===== config.mk =====
export PLATFORM = sky130hd
export DESIGN_NAME = stage_if
export DESIGN_NICKNAME = d
export VERILOG_FILES = /design/src/rtl/stage_if_pkg.sv /design/src/rtl/if_skid_buf.sv /design/src/rtl/stage_if.sv
export SDC_FILE = /design/constraint.sdc
export NUM_CORES = 1
export LEC_CHECK = 0
export BUFFER_PORTS_ARGS = -buffer_cell sky130_fd_sc_hd__clkbuf_2
export CAP_MARGIN = 5
export CORE_ASPECT_RATIO = 1.2
export CORE_MARGIN = 5
export CORE_UTILIZATION = 50
export CTS_CLUSTER_DIAMETER = 80
export CTS_CLUSTER_SIZE = 28
export DETAILED_ROUTE_END_ITERATION = 12
export GPL_TIMING_DRIVEN = 0
export PLACE_DENSITY_LB_ADDON = 0.1
export REMOVE_ABC_BUFFERS = 1
export SYNTH_ARGS = -nofsm -noshare
export SYNTH_HDL_FRONTEND = slang
export SYNTH_SLANG_ARGS = --single-unit
export TNS_END_PERCENT = 20

===== constraint.sdc =====
create_clock -name clk_i -period 2.04 [get_ports clk_i]
set_clock_uncertainty 0.1 [all_clocks]
set_input_delay 0.102 -clock clk_i [delete_from_list [all_inputs] [get_ports clk_i]]
set_output_delay 0.102 -clock clk_i [all_outputs]
set_load 0.05 [all_outputs]

===== src/rtl/stage_if_pkg.sv =====
// Shared core definitions: NOP, opcodes, mcause codes, reset PC, fetch-stage types.
// No logic; constants and types only.
// No backpressure involvement.
package stage_if_pkg;

    localparam logic [31:0] RESET_PC_DEFAULT = 32'h8000_0000;
    localparam logic [31:0] NOP_INSTR        = 32'h0000_0013;

    localparam logic [6:0] OPC_LUI    = 7'b0110111;
    localparam logic [6:0] OPC_AUIPC  = 7'b0010111;
    localparam logic [6:0] OPC_JAL    = 7'b1101111;
    localparam logic [6:0] OPC_JALR   = 7'b1100111;
    localparam logic [6:0] OPC_BRANCH = 7'b1100011;
    localparam logic [6:0] OPC_LOAD   = 7'b0000011;
    localparam logic [6:0] OPC_STORE  = 7'b0100011;
    localparam logic [6:0] OPC_OP_IMM = 7'b0010011;
    localparam logic [6:0] OPC_OP     = 7'b0110011;
    localparam logic [6:0] OPC_SYSTEM = 7'b1110011;

    localparam logic [3:0] MCAUSE_INST_MISALIGNED  = 4'd0;
    localparam logic [3:0] MCAUSE_INST_ACCESS      = 4'd1;
    localparam logic [3:0] MCAUSE_ILLEGAL          = 4'd2;
    localparam logic [3:0] MCAUSE_LOAD_MISALIGNED  = 4'd4;
    localparam logic [3:0] MCAUSE_STORE_MISALIGNED = 4'd6;

    typedef enum logic [1:0] {
        IF_IDLE,
        IF_FETCH,
        IF_DROP,
        IF_HALT
    } if_state_t;

    typedef struct packed {
        logic [31:0] pc;
        logic [31:0] instr;
        logic        addr_mis;
        logic        access_fault;
    } if_pair_t;

endpackage


===== src/rtl/if_skid_buf.sv =====
// One-entry holding buffer for a fetched {pc, instr, flags} pair.
// Load is visible on full/dat the cycle after the edge.
// Flush beats load beats drain; the owner never loads while full and blocked.
module if_skid_buf
    import stage_if_pkg::*;
(
    input  logic     clk_i,
    input  logic     rst_i,
    input  logic     load_vld,
    input  if_pair_t load_dat,
    input  logic     drain,
    input  logic     flush,
    output logic     full,
    output if_pair_t dat
);

    always_ff @(posedge clk_i or negedge rst_i) begin
        if (!rst_i) begin
            full <= 1'b0;
            dat  <= '0;
        end else if (flush) begin
            full <= 1'b0;
        end else if (load_vld) begin
            full <= 1'b1;
            dat  <= load_dat;
        end else if (drain) begin
            full <= 1'b0;
        end
    end

endmodule


===== src/rtl/stage_if.sv =====
// Instruction fetch: owns the PC, reads the instruction bus, emits {pc, instr, flags} to decode.
// Zero-wait bus gives output valid 1 cycle after strobe; sustains 1 instr/cycle.
// Decode stall holds the output; one more word parks in the skid, then fetching pauses.
module stage_if
    import stage_if_pkg::*;
#(
    parameter logic [31:0] RESET_PC = RESET_PC_DEFAULT
) (
    input  logic        clk_i,
    input  logic        rst_i,
    input  logic        stall_i,
    input  logic        take_branch_i,
    input  logic [31:0] branch_target_i,
    input  logic        is_exc_taken_i,
    input  logic [31:0] mtvec_i,
    output logic [31:0] iwbm_addr_o,
    output logic        iwbm_cyc_o,
    output logic        iwbm_stb_o,
    input  logic [31:0] iwbm_dat_i,
    input  logic        iwbm_ack_i,
    input  logic        iwbm_err_i,
    output logic [31:0] pc_o,
    output logic [31:0] instruction_o,
    output logic        valid_o,
    output logic        e_inst_addr_mis_o,
    output logic        e_inst_access_fault_o
);

    if_state_t   state_q, state_d;
    logic [31:0] pc_q, pc_d, pc_inc, addr_d;
    logic        redirect;
    logic [31:0] redirect_pc;
    logic        out_can_take, slot_free;
    logic        new_vld;
    if_pair_t    new_pair;
    logic        skid_full, skid_load, skid_drain;
    if_pair_t    skid_dat;
    logic        valid_q;
    if_pair_t    out_q;

    assign redirect     = is_exc_taken_i | take_branch_i;
    assign redirect_pc  = is_exc_taken_i ? mtvec_i : branch_target_i;
    assign out_can_take = !valid_q || !stall_i;
    assign slot_free    = out_can_take || !skid_full;
    assign pc_inc       = pc_q + 32'd4;

    always_comb begin
        state_d           = state_q;
        pc_d              = pc_q;
        addr_d            = iwbm_addr_o;
        new_vld           = 1'b0;
        new_pair          = '0;
        new_pair.pc       = pc_q;
        new_pair.instr    = iwbm_dat_i;
        if (redirect) begin
            // An open bus cycle must still run to completion before the new target is fetched.
            pc_d = redirect_pc;
            if (state_q == IF_FETCH || state_q == IF_DROP) begin
                state_d = (iwbm_ack_i || iwbm_err_i) ? IF_IDLE : IF_DROP;
            end else begin
                state_d = IF_IDLE;
            end
        end else begin
            case (state_q)
                IF_IDLE: begin
                    if (slot_free) begin
                        if (pc_q[1:0] == 2'b00) begin
                            state_d = IF_FETCH;
                            addr_d  = pc_q;
                        end else begin
                            new_vld           = 1'b1;
                            new_pair.instr    = NOP_INSTR;
                            new_pair.addr_mis = 1'b1;
                            state_d           = IF_HALT;
                        end
                    end
                end
                IF_FETCH: begin
                    if (iwbm_err_i) begin
                        new_vld               = 1'b1;
                        new_pair.instr        = NOP_INSTR;
                        new_pair.access_fault = 1'b1;
                        state_d               = IF_HALT;
                    end else if (iwbm_ack_i) begin
                        new_vld = 1'b1;
                        pc_d    = pc_inc;
                        // Keep streaming only if this word did not have to park in the skid.
                        if (out_can_take && !skid_full) begin
                            addr_d = pc_inc;
                        end else begin
                            state_d = IF_IDLE;
                        end
                    end
                end
                IF_DROP: begin
                    if (iwbm_ack_i || iwbm_err_i) begin
                        state_d = IF_IDLE;
                    end
                end
                default: ;
            endcase
        end
    end

    always_ff @(posedge clk_i or negedge rst_i) begin
        if (!rst_i) begin
            state_q     <= IF_IDLE;
            pc_q        <= RESET_PC;
            iwbm_addr_o <= '0;
        end else begin
            state_q     <= state_d;
            pc_q        <= pc_d;
            iwbm_addr_o <= addr_d;
        end
    end

    assign iwbm_cyc_o = (state_q == IF_FETCH) || (state_q == IF_DROP);
    assign iwbm_stb_o = iwbm_cyc_o;

    assign skid_drain = skid_full && out_can_take;
    assign skid_load  = new_vld && (!out_can_take || skid_full);

    if_skid_buf u_skid (
        .clk_i    (clk_i),
        .rst_i    (rst_i),
        .load_vld (skid_load),
        .load_dat (new_pair),
        .drain    (skid_drain),
        .flush    (redirect),
        .full     (skid_full),
        .dat      (skid_dat)
    );

    always_ff @(posedge clk_i or negedge rst_i) begin
        if (!rst_i) begin
            valid_q            <= 1'b0;
            out_q.pc           <= '0;
            out_q.instr        <= NOP_INSTR;
            out_q.addr_mis     <= 1'b0;
            out_q.access_fault <= 1'b0;
        end else if (redirect) begin
            valid_q <= 1'b0;
        end else if (out_can_take) begin
            if (skid_full) begin
                valid_q <= 1'b1;
                out_q   <= skid_dat;
            end else if (new_vld) begin
                valid_q <= 1'b1;
                out_q   <= new_pair;
            end else begin
                valid_q <= 1'b0;
            end
        end
    end

    assign valid_o               = valid_q;
    assign pc_o                  = out_q.pc;
    assign instruction_o         = out_q.instr;
    assign e_inst_addr_mis_o     = out_q.addr_mis;
    assign e_inst_access_fault_o = out_q.access_fault;

endmodule


Word-level counts from Yosys, hierarchy flattened
Index checks and enable logic that the tools add are counted.
{ "classes": {"n_shift": 0, "multipliers": 0, "bitwise": 2, "n_lt_le_gt_ge": 0, "div_mod_pow": 0, "muxes": 43, "eq_ne": 12, "add_sub_neg": 1, "n_reduce_logical": 26} }
{ "ops": {"columns": ["operator", "count"], "rows": [
  ["$mux W32", 11],
  ["$mux W66", 2],
  ["$pmux W32 S2", 2],
  ["$mux W33", 2],
  ["$add A32 B3 Y32 const B", 1],
  ["$mux W2", 9],
  ["$mux W1", 15],
  ["$ne A2 B2 Y1 const B", 5],
  ["$reduce_bool A2 Y1", 5],
  ["$ne A4 B4 Y1 const B", 2],
  ["$reduce_and A7 Y1", 1],
  ["$pmux W2 S3", 1],
  ["$reduce_and A3 Y1", 2],
  ["$logic_or A1 B1 Y1", 5],
  ["$reduce_and A5 Y1", 1],
  ["$logic_not A1 Y1", 4],
  ["$logic_not A2 Y1", 2],
  ["$reduce_bool A4 Y1", 1],
  ["$logic_and A1 B1 Y1", 3],
  ["$ne A3 B2 Y1 const B", 1],
  ["$ne A3 B3 Y1 const B", 1],
  ["$reduce_bool A3 Y1", 1],
  ["$eq A2 B1 Y1 const B", 1],
  ["$eq A2 B2 Y1 const B", 1],
  ["5 further kinds", 5]
]} }
{ "word_totals": {"out_inout_bits": 101, "latchBits": 0, "reg_bits": 200, "mem_bits_rw": 0, "elab_cells": 97, "mem_bits_ro": 0, "n_memories": 0} }

Longest topological paths before layout
{ "depth": {"depth_word": 10, "ltp_mapped": 10, "mapped_depth_nobuf": 7} }

By module
From an unflattened synthesis, not the netlist that was laid out.
{ "unflattened": {"hier_cells": 1012, "area_unflattened_um2": 10211.0} }
{ "by_module_without_submodules": {"columns": ["mod", "n_inst", "seq_area_each_um2", "area_each_um2", "cells_per_inst"], "rows": [
  ["stage_if", 1, 3333.2, 7497.2, 868],
  ["if_skid_buf", 1, 1676.6, 2713.9, 144]
]} }

Least setup slack after synthesis
Ideal clock, no wire load.
{ "synth_timing": {"path_type": "reg2reg", "start": "reg valid_q (netlist: valid_o)", "end": "reg iwbm_addr_o[10]", "arrival_time_ns": 2.049, "stages_incl_launch_ff": 7, "path_slack_ns": -0.235, "synth_period_minus_slack_ns": 2.275, "path_buffers": 2, "path_cell_list": "dfrtp_1 -> a21oi_1 -> a31oi_1 -> a2111oi_4 -> buf_2 -> buf_2 -> a21oi_1"} }
{ "synth_between": {"elab_chain_cells": 5, "elab_cells_between_ends": 7} }
{ "synth_lines": {"columns": ["element", "line", "text"], "rows": [
  ["start: declaration", "stage_if.sv:38", "logic valid_q;"],
  ["start signal: assignment", "stage_if.sv:136", "valid_q <= 1'b0;"],
  ["start signal: assignment", "stage_if.sv:142", "valid_q <= 1'b0;"],
  ["start signal: assignment", "stage_if.sv:145", "valid_q <= 1'b1;"],
  ["$logic_not A1 Y1 (*)", "stage_if.sv:43", "assign out_can_take = !valid_q || !stall_i;"],
  ["$logic_or A1 B1 Y1 (*)", "stage_if.sv:43", null],
  ["$logic_and A1 B1 Y1 or $logic_or A1 B1 Y1 (tied branches)", "stage_if.sv:88, stage_if.sv:44", null],
  ["$ne A2 B2 Y1 (no source line)", null, null],
  ["$reduce_and A7 Y1 (no source line) (*)", null, null],
  ["end signal: assignment", "stage_if.sv:113", "iwbm_addr_o <= addr_d;"],
  ["end: declaration", "stage_if.sv:16", "output logic [31:0] iwbm_addr_o,"]
]} }
Mark *: on every way between the ends. The rest lies on a longest branch, timed or not.
A chain may end at the register's enable or synchronous reset.

Worst setup path after layout
{ "layout_timing": {"start": "reg u_skid.full", "end": "reg out_q (netlist bit instruction_o[8])"} }
{ "layout_between": {"elab_chain_cells": 7, "elab_cells_between_ends": 11} }
{ "layout_lines": {"columns": ["element", "line", "text"], "rows": [
  ["start: declaration", "if_skid_buf.sv:13", "output logic full,"],
  ["start signal: assignment", "if_skid_buf.sv:19", "full <= 1'b0;"],
  ["start signal: assignment", "if_skid_buf.sv:22", "full <= 1'b0;"],
  ["start signal: assignment", "if_skid_buf.sv:24", "full <= 1'b1;"],
  ["$logic_not A1 Y1", "stage_if.sv:44", "assign slot_free = out_can_take || !skid_full;"],
  ["$logic_or A1 B1 Y1", "stage_if.sv:44", null],
  ["$mux W1", "stage_if.sv:66", "if (slot_free) begin"],
  ["$pmux W1 S2", "stage_if.sv:64", "case (state_q)"],
  ["$mux W1", "stage_if.sv:55", "if (redirect) begin"],
  ["$reduce_bool A2 Y1 (no source line)", null, null],
  ["$reduce_and A3 Y1 (no source line)", null, null],
  ["end signal: assignment", "stage_if.sv:146", "out_q <= skid_dat;"],
  ["end signal: assignment", "stage_if.sv:149", "out_q <= new_pair;"],
  ["end: declaration", "stage_if.sv:39", "if_pair_t out_q;"]
]} }
Parallel ways exist; a longest one is shown, timed or not. The select of a mux whose other input is x is not followed.

==> out/qor.yml <==
status: "finished, violations left"
violations: "negative setup slack"
power.switching_mw: 8.61
grt_pass1_vias: 8762
core_um2: 19400
fill_cells: 1365
die_w_um: 138
diodes: 0
io_buffers: 203
cpMaxStageDelayCell: "dfrtp_4"
finalMaxSlewViolations: 0
clk_latency_ns: 0.43
synth_async_sr_flop_share_pct: 100
antenna_found_initial: 0
start_util_pct: 50.3
cp.buffers_inverters: 2
drcViolationCount: 0
hpwl_mm: 17.2
tightest_slew_ns: 1.04
finalSetupViolations: 83
netlist_area_um2: 9770
mostFrequentLayoutCell: "clkbuf_2"
regArea_um2: 5050
endpoint_kind: "flip-flop"
r2r-start: "u_skid.full$_DFFE_PN0P_"
required_ns: 2.27
power.total_mw: 18.5
clkSinkCount: 200
track_usage_pct: 27.5
max_freq_mhz: 456
wl_per_cell_um: 20.6
finalHoldViolCount: 0
path_depth: 6
cts-root-buf: "clkbuf_16"
rsz0062_at_grt: "yes"
p_leak_nw: 6.44
rows: 56
synth_edf_count: 0
routed_wl_mm: 32.8
critPathKind: "reg2reg"
grt_max_degree: 110
vias: 9171
cts_buffer_depth: 2
crit_family: "compound AO/OA/AOI/OAI gates"
p_per_area_nw_per_um2: 1280
fin_crit_ns: 2.19
critPathLaunch: "u_skid.full$_DFFE_PN0P_"
worstHoldStart: "mtvec_i[14]"
vias_per_cell: 5.76
path_clk_slew_ns: 0.07
ant_nets: 0
crit_fanout: 6
hold_ws_ns: 0.00710
htreeDepth: 4
worst_hold_path_type: "in2reg"
yosys_warnings: 0
overflow: 0
nNetsFinal: 1427
power_frac_clock_pct: 18.0
grt_pass1_wl_mm: 47.6
p_sw_share_pct: 46.6
finalCritPeriodShare_pct: 108
fin_ws_ns: -0.155
ios: 204
mostFrequentLayoutCells: "201 x clkbuf_2, 169 x dfrtp_1, 111 x nand2_1"
dieArea_um2: 22400
path_cells: "and3_4, a2bb2oi_4, a221o_4, buf_6, buf_16, o31ai_2"
fin_util_pct: 74.4
cts_made_buffers: 17
ys_types: 54
setup_tns_ns: -2.93
detail_route.iter0.violations: 668
cts_tree: "yes"
intPower_mw: 9.88
syn_to_final_growth_pct: 47.7
r2r_cells: 6
routabilityCongestion: 0.785
hold_depth: 3
cp-start-kind: "flip-flop"
maxSlewHeadroom_pct: 30.4
syn_inst: 961
slowest_delay_ns: 0.52
ys_seq_elements: 200
avgSynthCellArea_um2: 10.2
power_frac_comb_pct: 48.1
ys_seq_area_share_pct: 51.3
crit_arrival_ns: 2.42
ir_drop_v: 0.000857
final_layout_size_suffix_gt1_share_pct: 39.6
seqPwrFrac_pct: 33.9
ys.flop_type: "dfrtp_1"
die_h_um: 163
cap_violations: 0
multi_input_area_um2: 5150
first_pass_iters: 5
[flip-flops by register name, summed over array words and instances, names as in the netlist]
signal	cells
e_inst_access_fault_o	1
state_q	2
pc_q	32
iwbm_addr_o	32
pc_o	32
e_inst_addr_mis_o	1
valid_o	1
instruction_o	32
u_skid.dat	66
u_skid.full	1
[cells by family after synthesis]
family                     share of synthesized area (%)
buffers and inverters                               4.33
DFF                                                 51.3
muxes                                               10.9
xor gates and xnor gates                            3.77
AOI/OAI and AO/OA                                   15.9
adders and majority gates                          0.512
and+or+nand+nor                                     13.3
[repair_timing]
| item | in CTS | in global routing |
|---|---|---|
| buffers inserted | 44 | 57 |
| endpoints found under the hold margin | 182 | 0 |
| gates resized for setup | 91 | 148 |
| gates cloned | 9 | 2 |
| pin swaps | 21 | 40 |
| setup endpoints to repair | 198 | 161 |
| hold buffers | 94 | 0 |
[metrics by stage]
stage	worst slack (ns)	cell area, µm²	instances
after floorplan	-3.90	9380	879
after global placement	-7.58	10700	1343
after detailed placement	-1.86	11000	1357
after CTS	-0.131	13400	1535
after global routing	-0.198	14400	1593
final	-0.155	14400	1593
[final cells by class]
type	instances	area share, %
well taps	261	2.26
clock inverters	12	0.806
repair buffers	419	22.9
multi-input cells	673	35.7
clock buffers	19	3.07
flip-flops and latches	200	35.0
inverters	9	0.251
[tightest hold or removal path: cells and delay by family]
family / cells / cell delay, ns
buffers and inverters: 1 / 0.08
AO/OA/AOI/OAI: 2 / 0.31
[metal layers]
layer,share of wire (%),wire [µm],track usage [%]
met5,0,0,0
met2,51,16900,47.7
met3,6.1,2010,4.65
met4,2.6,852,9.44
met1,40,13100,34.4
[synth_stat cells (17+ instances only)]
master | n | area (µm²)
xor2_1 | 29 | 254
mux2_2 | 32 | 360
clkbuf_1 | 37 | 139
buf_2 | 24 | 120
nand3_1 | 24 | 120
mux2i_1 | 70 | 701
nand2_1 | 127 | 477
nor2_1 | 57 | 214
o31ai_1 | 29 | 218
a22o_1 | 31 | 272
nand4_1 | 17 | 106
o21ai_0 | 75 | 375
dfrtp_1 | 196 | 4900
a21oi_1 | 60 | 300
[power groups by stage]
stage	Sequential [mW]	Combinational [mW]	Clock, mW
after floorplan	9.43	1.93	0
after global placement	6.21	6.71	0
after detailed placement	6.27	7.17	0
after CTS	6.21	8.00	3.36
after global routing	6.46	9.34	3.53
final	6.28	8.89	3.33
[path summary, 6_finish.rpt]
kind,to,slack [ns]
setup / recovery,instruction_o[8]$_DFFE_PN0P_,-0.15
min in group asynchronous,u_skid.dat[16]$_DFFE_PN0P_,0.21
hold reg to reg,instruction_o[0]$_DFFE_PN1P_,0.37
hold / removal,pc_q[14]$_DFFE_PN0P_,0.007
setup reg to reg,instruction_o[8]$_DFFE_PN0P_,-0.15
max in group asynchronous,pc_q[25]$_DFFE_PN0P_,0.56
Note: power is estimated with default switching activity, not from simulation.
